==> config.mk <==
export PLATFORM = sky130hd
export DESIGN_NAME = analysis_flat
export DESIGN_NICKNAME = d
export VERILOG_FILES = /design/src/rtl/analysis_if.sv /design/src/rtl/analysis.sv /design/src/flat_wrapper.sv
export SDC_FILE = /design/constraint.sdc
export NUM_CORES = 1
export LEC_CHECK = 0
export CAP_MARGIN = 20
export CORE_AREA = 2 2 57 59
export CTS_CLUSTER_SIZE = 10
export DETAILED_ROUTE_END_ITERATION = 10
export DIE_AREA = 0 0 59 61
export GPL_TIMING_DRIVEN = 0
export PLACE_DENSITY_LB_ADDON = 0.2
export SLEW_MARGIN = 15
export SYNTH_ARGS = -nofsm -noshare
export SYNTH_HDL_FRONTEND = slang
export SYNTH_SLANG_ARGS = --single-unit
==> constraint.sdc <==
create_clock -name clk -period 2.4 [get_ports clk]
set_clock_uncertainty 0.1 [all_clocks]
set_input_delay 0.48 -clock clk [delete_from_list [all_inputs] [get_ports clk]]
set_output_delay 0.48 -clock clk [all_outputs]
set_load 0.01 [all_outputs]
==> src/rtl/analysis_if.sv <==
// Operand/opcode and registered result/flag bundle for the analysis ALU stage.
interface analysis_if #(
   parameter int WIDTH = 5
);
   logic [1:0]       S;
   logic [WIDTH-1:0] X;
   logic [WIDTH-1:0] Y;
   logic [WIDTH-1:0] F;
   logic             cout;
   logic             overflow;
   logic             zero;
   logic             negative;

   modport master (
      output S, X, Y,
      input  F, cout, overflow, zero, negative
   );

   modport slave (
      input  S, X, Y,
      output F, cout, overflow, zero, negative
   );
endinterface

==> src/rtl/analysis.sv <==
// Registered WIDTH-bit ALU: add, subtract, AND, OR with carry, overflow, zero and negative flags.
module analysis #(
   parameter int WIDTH = 5
) (
   input logic       clk,
   input logic       rst_n,
   analysis_if.slave bus
);
   localparam int MSB = WIDTH - 1;

   logic [WIDTH:0]   sum;
   logic [WIDTH-1:0] r;
   logic             c;
   logic             ov;

   always_comb begin
      sum = '0;
      r   = '0;
      c   = 1'b0;
      ov  = 1'b0;
      case (bus.S)
         2'b00: begin
            sum = {1'b0, bus.X} + {1'b0, bus.Y};
            r   = sum[MSB:0];
            c   = sum[WIDTH];
            ov  = (bus.X[MSB] == bus.Y[MSB]) && (r[MSB] != bus.X[MSB]);
         end
         2'b01: begin
            // carry out of X + ~Y + 1 is the no-borrow indication
            sum = {1'b0, bus.X} + {1'b0, ~bus.Y} + {{WIDTH{1'b0}}, 1'b1};
            r   = sum[MSB:0];
            c   = sum[WIDTH];
            ov  = (bus.X[MSB] != bus.Y[MSB]) && (r[MSB] != bus.X[MSB]);
         end
         2'b10:   r = bus.X & bus.Y;
         default: r = bus.X | bus.Y;
      endcase
   end

   always_ff @(posedge clk) begin
      if (!rst_n) begin
         bus.F        <= '0;
         bus.cout     <= 1'b0;
         bus.overflow <= 1'b0;
         bus.zero     <= 1'b0;
         bus.negative <= 1'b0;
      end else begin
         bus.F        <= r;
         bus.cout     <= c;
         bus.overflow <= ov;
         bus.zero     <= (r == '0);
         bus.negative <= r[MSB];
      end
   end
endmodule

==> src/flat_wrapper.sv <==
// flat-port wrapper written by rule: the top's interface ports become plain ports
module analysis_flat 
#(
   parameter int WIDTH = 5
)
  (clk, rst_n, bus_S, bus_X, bus_Y, bus_F, bus_cout, bus_overflow, bus_zero, bus_negative);
  analysis_if #(.WIDTH(WIDTH)) bus_i ();
  input logic clk;
  input logic rst_n;
  input wire logic [$bits(bus_i.S)-1:0] bus_S;
  input wire logic [$bits(bus_i.X)-1:0] bus_X;
  input wire logic [$bits(bus_i.Y)-1:0] bus_Y;
  output wire logic [$bits(bus_i.F)-1:0] bus_F;
  output wire logic [$bits(bus_i.cout)-1:0] bus_cout;
  output wire logic [$bits(bus_i.overflow)-1:0] bus_overflow;
  output wire logic [$bits(bus_i.zero)-1:0] bus_zero;
  output wire logic [$bits(bus_i.negative)-1:0] bus_negative;
  assign bus_i.S = bus_S;
  assign bus_i.X = bus_X;
  assign bus_i.Y = bus_Y;
  assign bus_F = bus_i.F;
  assign bus_cout = bus_i.cout;
  assign bus_overflow = bus_i.overflow;
  assign bus_zero = bus_i.zero;
  assign bus_negative = bus_i.negative;
  analysis #(.WIDTH(WIDTH)) u_core (.clk(clk), .rst_n(rst_n), .bus(bus_i));
endmodule
==> metrics.md, run 1 <==
| Metric | Value |
|---|---|
| Status | `completed` |
| Max-slew violations | `0` |
| Dpl hpwl | `1600 um` |
| Top area cells in the synthesized netlist | `ha_1 (21%), dfxtp_1 (18%), inv_1 (7.3%), fa_1 (4.6%), nor2b_1 (4.3%)` |
| Pleak | `0.000559 uW` |
| Mapped Avg Cell Area | `8.17 um2` |
| Critical path buffer and inverter count | `2` |
| Total GRT Usage | `11.8%` |
| Final total power | `450 uW` |
| Synth top cells by count | `inv_1 (17), ha_1 (15), dfxtp_1 (8), nand2_1 (7), nor2_1 (7)` |
| Cell area after layout | `0.00120 mm2` |
| Drt pass-1 iters | `4` |
| Worst Path Class, Setup | `input pin to flip-flop` |
| Critical path's top delay family | `buffers and inverters` |
| Io pins | `23` |
| PD cells | `375 mW/mm2` |
| Max_cap viols | `0` |
| First-pass GRT wire length | `3280 um` |
| CP Launch Point | `bus_X[4]` |
| Clock Path Buffers | `2` |
| Starting Density | `29.6%` |
| Share of layout cells above drive strength 1 | `18.2%` |
| Post-layout util | `40.6%` |
| Crit path capture | `u_core.bus.negative` |
| RD Place Congestion | `0.753` |
| Area occupied by multi-input gates | `662 um2` |
| Setup Total Neg Slack | `0 ns` |
| P&R area growth vs syn | `37.2%` |
| Synth Net Count | `138` |
| Slowest cell on the critical path | `clkdlybuf4s50_1` |
| Post-Syn Area | `875 um2` |
| Most frequent cell after synthesis | `inv_1` |
| Yosys top cell by area | `ha_1` |
| Worst Path Arrival | `2.35 ns` |
| Residual DRC | `0` |
| Ant diodes | `0` |
| Period utilization | `94.0%` |
| Ordered list of cells on the worst path | `clkdlybuf4s50_1 > inv_1 > ha_2 > nor3_1 > a32o_2 > a311oi_2 > and2_1` |
| WL met3 | `68 um` |
| Die width | `59 um` |
| Largest net degree at the start of global routing | `11` |
| H-tree depth | `1` |
| Hold WC Path Type | `input pin to flip-flop` |
| Worst VDD drop | `0.110 mV` |
| CTS root buffer | `clkbuf_4` |
| Setup-failing EPs final | `0` |
| Yosys warns | `0` |
| WL/cell | `11.9 um` |
| Area fraction of the dominant cell type after synthesis | `21.5%` |
| Vias per inst | `5.01` |
| DRT Wirelength | `1960 um` |
| Levels on crit path | `7` |
| PortBufs | `20` |
| Initial antenna violation count | `0` |
| FF+latch count, synth | `8` |
| Slew HR | `70.6%` |
| Clk pin slew, worst setup/hold paths | `0.05 ns` |
| Num CTS Buffers | `3` |
| Metal2 WL | `1040 um` |
| Largest stage delay, worst path | `0.54 ns` |
| Vias in the first global route | `820` |
| Sequential standard cell area | `160 um2` |
| Post-synth EDFFs | `0` |
| CORE AREA | `0.00295 mm2` |
| Met1 WL | `825 um` |
| CP Launch Type | `input pin` |
| ANT nets after route | `0` |
| FILL cells | `311` |
| Initial DRC count | `14` |
| Fin. Hold Viols | `0` |
| Number of core rows | `20` |
| Mapped Cells | `107` |
| Peak Freq | `0.443 GHz` |
| Post-DP Area | `0.00112 mm2` |
| Predominant post-synthesis flop cell | `dfxtp_1` |
| Via count | `826` |
| Die Height | `61 um` |
| Die footprint | `0.00360 mm2` |
| Max Used Layer | `met4` |
| Crit path max fanout | `10` |
| Critical Path RT | `2.49 ns` |
| Register area share after synthesis | `18.3%` |
| Synth unique cells | `39` |
| Async set-or-reset flop fraction in the synthesized netlist | `0%` |
| Unrepaired setup endpoints after global routing | `false` |
| Layout net count | `165` |
| CTS tree | `built` |
| CTS Sinks | `8` |
| Worst Tran Pin Value | `0.441 ns` |
| GRT Residual Overflow | `0` |
| Tmin final | `2.26 ns` |
| CP Capture Type | `flip-flop` |
-- metal layers --
layer / vias up / GRT usage [%]
li1: 414 / -
met1: 385 / 13.2
met2: 25 / 23.0
met3: 2 / 0.853
met4: 0 / 4.87
met5: - / 0
-- cells in the final DEF, fill, tap and decap left out, types with 3 or more instances in the layout --
cell	netlist	routed
a21oi_1	6	5
buf_4	1	4
clkbuf_4	0	3
clkdlybuf4s50_1	0	14
dfxtp_1	8	8
dlygate4sd2_1	0	5
ha_1	15	12
inv_1	17	16
nand2_1	7	7
nor2_1	7	7
nor2b_1	6	5
-- repair_timing --
action,in CTS,in global routing
cloned,0,0
gates resized for setup,15,3
pin swaps,7,1
hold buffers,0,0
endpoints found under the setup margin,3,3
buffers inserted,3,0
-- power breakdown --
group | internal [uW] | switching (uW)
Sequential | 144 | 2.63
Clock | 56.9 | 41.5
Combinational | 105 | 101
-- cell type report --
type	instances	share of cell area, %
inverters	17	5.32
flip-flops and latches	8	13.3
repair buffers	23	18.2
well taps	33	3.44
multi-input cells	76	55.2
plain buffers	5	2.61
clock buffers	3	1.88
-- state kept, by name, summed over array words and instances, names as in the netlist --
signal,flops
u_core.bus.overflow,1
u_core.bus.zero,1
u_core.bus.negative,1
u_core.bus.F,4
u_core.bus.cout,1
-- through the flow --
stage / hold WS (ns) / worst slack [ns] / std cells
floorplan: 0.502 / 0.283 / 107
global placement: 0.844 / -0.500 / 160
detailed placement: 0.869 / -0.520 / 160
CTS: 0.602 / 0.0292 / 165
global route: 0.636 / 0.0235 / 165
finish: 0.604 / 0.145 / 165
-- tightest hold or removal path, cell delays in order --
cell and delay [ns]:
buf_2 0.15, nor2_1 0.17, a221oi_1 0.10
-- worst min-delay path by stage --
stage / from / slack, ns / endpoint / cells after the start
global route: bus_S[0] / 0.64 / u_core.bus.cout / 3
finish: bus_S[0] / 0.60 / u_core.bus.cout / 3
floorplan: rst_n / 0.50 / u_core.bus.negative / 1
CTS: bus_S[0] / 0.60 / u_core.bus.cout / 3
global placement: bus_S[0] / 0.84 / u_core.bus.cout / 3
detailed placement: bus_S[0] / 0.87 / u_core.bus.cout / 3
-- cells by family after synthesis --
family / count (synthesis) / share of synthesized area (%)
AND/OR/NAND/NOR: 32 / 19.7
AO/OA/AOI/OAI: 23 / 18.7
buffers and inverters: 23 / 11.3
adder cells (fa/ha/maj): 17 / 26.0
flip-flops: 8 / 18.3
multiplexers: 3 / 4.86
XOR/XNOR: 1 / 1.00
Note: power is estimated with default switching activity, not from simulation.
==> run 2, diff against run 1 <==
Settings changed: PLACE_DENSITY set to 0.63, PLACE_DENSITY_LB_ADDON 0.2 to unset.
==> run 2 against run 1 <==
  * Non-clock buffer count stayed put
  * Clock power hardly changed
  * Final cell count stayed put
  * Critical path type unchanged
  * Critical endpoint unchanged
==> metrics.md, run 2 (synthesis gave the netlist of run 1 again) <==
| Metric | Value |
|---|---|
| Status | `completed` |
| Sw frac | `31.7%` |
| CORE AREA | `0.00295 mm2` |
| Worst Tran Pin Value | `0.451 ns` |
| Peak Freq | `0.445 GHz` |
| Pleak | `0.000550 uW` |
| Die width | `59 um` |
| Number of core rows | `20` |
| Via count | `810` |
| CP Capture Type | `flip-flop` |
| Die Height | `61 um` |
| Vias per inst | `4.91` |
| Final total power | `445 uW` |
| PortBufs | `20` |
| WL/cell | `11.1 um` |
| Most common cell after layout, fill and taps aside | `inv_1` |
| Area occupied by multi-input gates | `662 um2` |
| Total GRT Usage | `11.0%` |
| H-tree depth | `1` |
| Gate power share | `45.0%` |
| Reg power frac | `32.9%` |
| DP Worst Slack | `-0.518 ns` |
| Hold_buf cts | `0` |
| Clk pwr share | `22.1%` |
| Final worst-path setup slack | `0.150 ns` |
| Critical Path RT | `2.49 ns` |
| P&R area growth vs syn | `36.8%` |
| Num CTS Buffers | `3` |
| Sequential standard cell area | `160 um2` |
| Max_cap viols | `0` |
| FILL cells | `319` |
| CTS Sinks | `8` |
| CTS root buffer | `clkbuf_4` |
| Worst Path Class, Setup | `input pin to flip-flop` |
| Initial antenna violation count | `0` |
| Worst VDD drop | `0.110 mV` |
| Clk pin slew, worst setup/hold paths | `0.05 ns` |
| Starting Density | `29.6%` |
| First-pass GRT wire length | `3080 um` |
| Unrepaired setup endpoints after global routing | `false` |
| Max FFs per register | `4` |
| Most frequent cells in the layout | `inv_1 (15), clkdlybuf4s50_1 (14), ha_1 (12)` |
| Largest stage delay, worst path | `0.54 ns` |
| Residual DRC | `0` |
| Layout net count | `165` |
| Crit path max fanout | `10` |
| Worst Path Arrival | `2.34 ns` |
| CP Launch Type | `input pin` |
| Ant diodes | `0` |
| DRT Wirelength | `1830 um` |
| Largest net degree at the start of global routing | `11` |
| Share of layout cells above drive strength 1 | `18.9%` |
| PD cells | `372 mW/mm2` |
| Slew HR | `69.9%` |
| GRT Residual Overflow | `0` |
| Post-layout util | `40.5%` |
| Final Hold Slack | `0.589 ns` |
| Fin. Hold Viols | `0` |
| Initial DRC count | `25` |
| Die footprint | `0.00360 mm2` |
| Io pins | `23` |
| Int Pwr | `304 uW` |
| Tmin final | `2.25 ns` |
| Slowest cell on the critical path | `clkdlybuf4s50_1` |
| Drt pass-1 iters | `4` |
| Clock Path Buffers | `2` |
| ANT nets after route | `0` |
| Setup-failing EPs final | `0` |
| Switching power total | `141 uW` |
| Period utilization | `93.7%` |
| Max-slew violations | `0` |
| Hold WC Path Type | `input pin to flip-flop` |
| Ordered list of cells on the worst path | `clkdlybuf4s50_1 > inv_1 > ha_2 > nor3_1 > a32o_2 > a311oi_2 > and2_1` |
| RD Place Congestion | `0.826` |
| Dpl hpwl | `1520 um` |
| Biggest register | `u_core.bus.F` |
| Vias in the first global route | `781` |
| CTS tree | `built` |
[run 2: what timing repair did]
action | in CTS | in global routing
buffers inserted | 3 | 0
pin swaps | 8 | 0
setup endpoints to repair | 3 | 2
resized for setup | 17 | 2
[run 2: worst max-delay path, delay by kind of cell]
family          cells  cell delay [ns]
buf+inv             2             0.60
compound gates      2             0.60
fa+ha+maj           1             0.42
simple gates        2             0.24
[run 2: per-stage QoR]
stage	TNS (ns)	instances	area, um2
after CTS	0	165	1190
after floorplan	0	107	875
after global placement	-1.51	160	1120
final	0	165	1200
after global routing	0	165	1200
after detailed placement	-1.82	160	1120
[run 2: cell type report]
| cell class | instances | share of cell area (%) |
|---|---|---|
| Buffer | 5 | 2.62 |
| Clock buffer | 3 | 1.88 |
| Inverter | 17 | 5.33 |
| Multi-Input combinational cell | 76 | 55.3 |
| Sequential cell | 8 | 13.4 |
| Tap cell | 33 | 3.45 |
| Timing Repair Buffer | 23 | 18.0 |
[run 2: power by group through the flow]
stage               registers (uW)  logic (uW)  clock network (uW)
global route                   147         225                 110
CTS                            146         198                 102
finish                         146         201                98.3
detailed placement             149         186                   0
global placement               149         181                   0
floorplan                      155         110                   0
[run 2: path summary, 6_finish.rpt]
check	start	end	slack [ns]	cells past startpoint
setup / recovery	bus_X[4]	u_core.bus.negative	0.15	7
hold / removal	bus_S[0]	u_core.bus.cout	0.59	3
[run 2: layer usage]
metal | vias up | part of all wire [%] | track usage (%)
met4 | 0 | 0.44 | 3.57
li1 | 415 | - | -
met5 | - | 0 | 0
met2 | 24 | 51 | 21.1
met3 | 2 | 4.8 | 1.92
met1 | 369 | 43 | 12.3
==> run 3, diff against run 2 <==
Settings changed: GPL_TIMING_DRIVEN 0 to unset.
==> run 3 against run 2 <==
  * Critical path depth up 2
  * Wire length increased by 13%
  * Flip-flop and latch count is the same
  * Design area up 14%
  * Non-clock buffer count rose by 17
  * Fmax up 3.0%
==> metrics.md, run 3 (synthesis gave the netlist of run 1 again) <==
| Metric | Value |
|---|---|
| Period utilization | `91.0%` |
| GRT Residual Overflow | `0` |
| Ordered list of cells on the worst path | `dlygate4sd2_1 > ha_2 > inv_1 > fa_2 > nor2b_2 > o21ai_1 > a32o_2 > a311oi_2 > and2_1` |
| Worst VDD drop | `0.0977 mV` |
| Largest net degree at the start of global routing | `10` |
| Max-slew violations | `0` |
| Residual DRC | `0` |
| Hold WC Path Type | `input pin to flip-flop` |
| PD cells | `349 mW/mm2` |
| Slew HR | `76.8%` |
| Unrepaired setup endpoints after global routing | `false` |
| Dpl hpwl | `1800 um` |
| Die Height | `61 um` |
| Ant diodes | `0` |
| Sw frac | `30.7%` |
| Slowest cell on the critical path | `fa_2` |
| Max FFs per register | `4` |
| Number of core rows | `20` |
| P&R area growth vs syn | `56.2%` |
| Tmin final | `2.18 ns` |
| CP Launch Type | `input pin` |
| Drt pass-1 iters | `4` |
| Share of layout cells above drive strength 1 | `30.2%` |
| Reg power frac | `30.6%` |
| Number of setup buffers added after CTS | `0` |
| Initial DRC count | `9` |
| Worst Path Class, Setup | `input pin to flip-flop` |
| PortBufs | `22` |
| Status | `completed` |
| Largest stage delay, worst path | `0.34 ns` |
| WL/cell | `11.4 um` |
| DRT Wirelength | `2070 um` |
| Io pins | `23` |
| Num CTS Buffers | `3` |
| RD Place Congestion | `0.826` |
| Int Pwr | `331 uW` |
| DP Worst Slack | `-0.388 ns` |
| H-tree depth | `1` |
| Setup Total Neg Slack | `0 ns` |
| Vias in the first global route | `904` |
| Die footprint | `0.00360 mm2` |
| Final worst-path setup slack | `0.217 ns` |
| Most frequent cells in the layout | `buf_4 (23), clkdlybuf4s50_1 (16), inv_1 (13)` |
| Clk pin slew, worst setup/hold paths | `0.05 ns` |
| Pleak | `0.000666 uW` |
| Worst Tran Pin Value | `0.347 ns` |
| Clk pwr share | `19.9%` |
| CTS root buffer | `clkbuf_4` |
| Final Hold Slack | `0.796 ns` |
| Total GRT Usage | `13.2%` |
| CORE AREA | `0.00295 mm2` |
| Fin. Hold Viols | `0` |
| Setup-failing EPs final | `0` |
| FILL cells | `291` |
| Initial antenna violation count | `0` |
| Vias per inst | `4.75` |
| Clock Path Buffers | `2` |
| ANT nets after route | `0` |
| Worst Path Arrival | `2.27 ns` |
| Max_cap viols | `0` |
| Biggest register | `u_core.bus.F` |
| First-pass GRT wire length | `3660 um` |
| Layout net count | `182` |
| Hold_buf cts | `0` |
| Switching power total | `146 uW` |
| Via count | `865` |
| Die width | `59 um` |
| Peak Freq | `0.458 GHz` |
| CTS Sinks | `8` |
| Post-layout util | `46.3%` |
| Starting Density | `29.6%` |
| Most common cell after layout, fill and taps aside | `buf_4` |
| Critical Path RT | `2.48 ns` |
| Crit path max fanout | `3` |
| CTS tree | `built` |
| Gate power share | `49.5%` |
| CP Capture Type | `flip-flop` |
## run 3: cell count changes in the layout (fill, tap and decap cells not counted), moves of 2 or more
cell	change
clkbuf_1	-2
clkdlybuf4s50_1	+2
buf_4	+19
inv_1	-2
dlygate4sd2_1	-4
dlymetal6s2s_1	+4
inv_2	+2
## run 3: timing repair
action                     CTS  global route
pin swaps                    6             3
setup endpoints to repair    3             3
resized for setup           14             8
## run 3: cell type report
class	count	area, um2	area share [%]
multi-input cells	76	678	49.6
repair buffers	45	400	29.3
inverters	17	63.8	4.67
well taps	33	41.3	3.02
clock buffers	3	22.5	1.65
flip-flops and latches	8	160	11.7
## run 3: path summary, 6_finish.rpt
kind | start | to | slack, ns | depth (start not counted)
worst min-delay path | bus_Y[2] | u_core.bus.F[2] | 0.80 | 6
worst max-delay path | bus_Y[0] | u_core.bus.negative | 0.22 | 9
## run 3: power by group through the flow
stage                     registers [uW]  logic, uW  clock network, uW
after floorplan                      155        110                  0
after global placement               149        214                  0
after detailed placement             149        222                  0
after CTS                            146        236               99.1
after global routing                 147        262                102
final                                146        236               94.7
## run 3: worst max-delay path, delay by kind of cell
kind,cells,cell delay (ns)
and+or+nand+nor,2,0.30
AOI/OAI and AO/OA,3,0.65
adders and majority gates,2,0.53
buffers and inverters,2,0.30
## run 3: per-layer routing
layer	global-route usage, %	share of wire, %	vias to the layer above
li1	-	-	442
met1	14.0	43	399
met2	27.6	55	24
met3	0.640	2.8	0
met4	3.90	0	0
met5	0	0	-
## run 3: per-stage QoR
step,instances,instance area [um2],power [uW]
after global routing,182,1370,511
final,182,1370,477
after floorplan,107,875,265
after global placement,179,1270,363
after CTS,182,1350,481
after detailed placement,179,1270,370
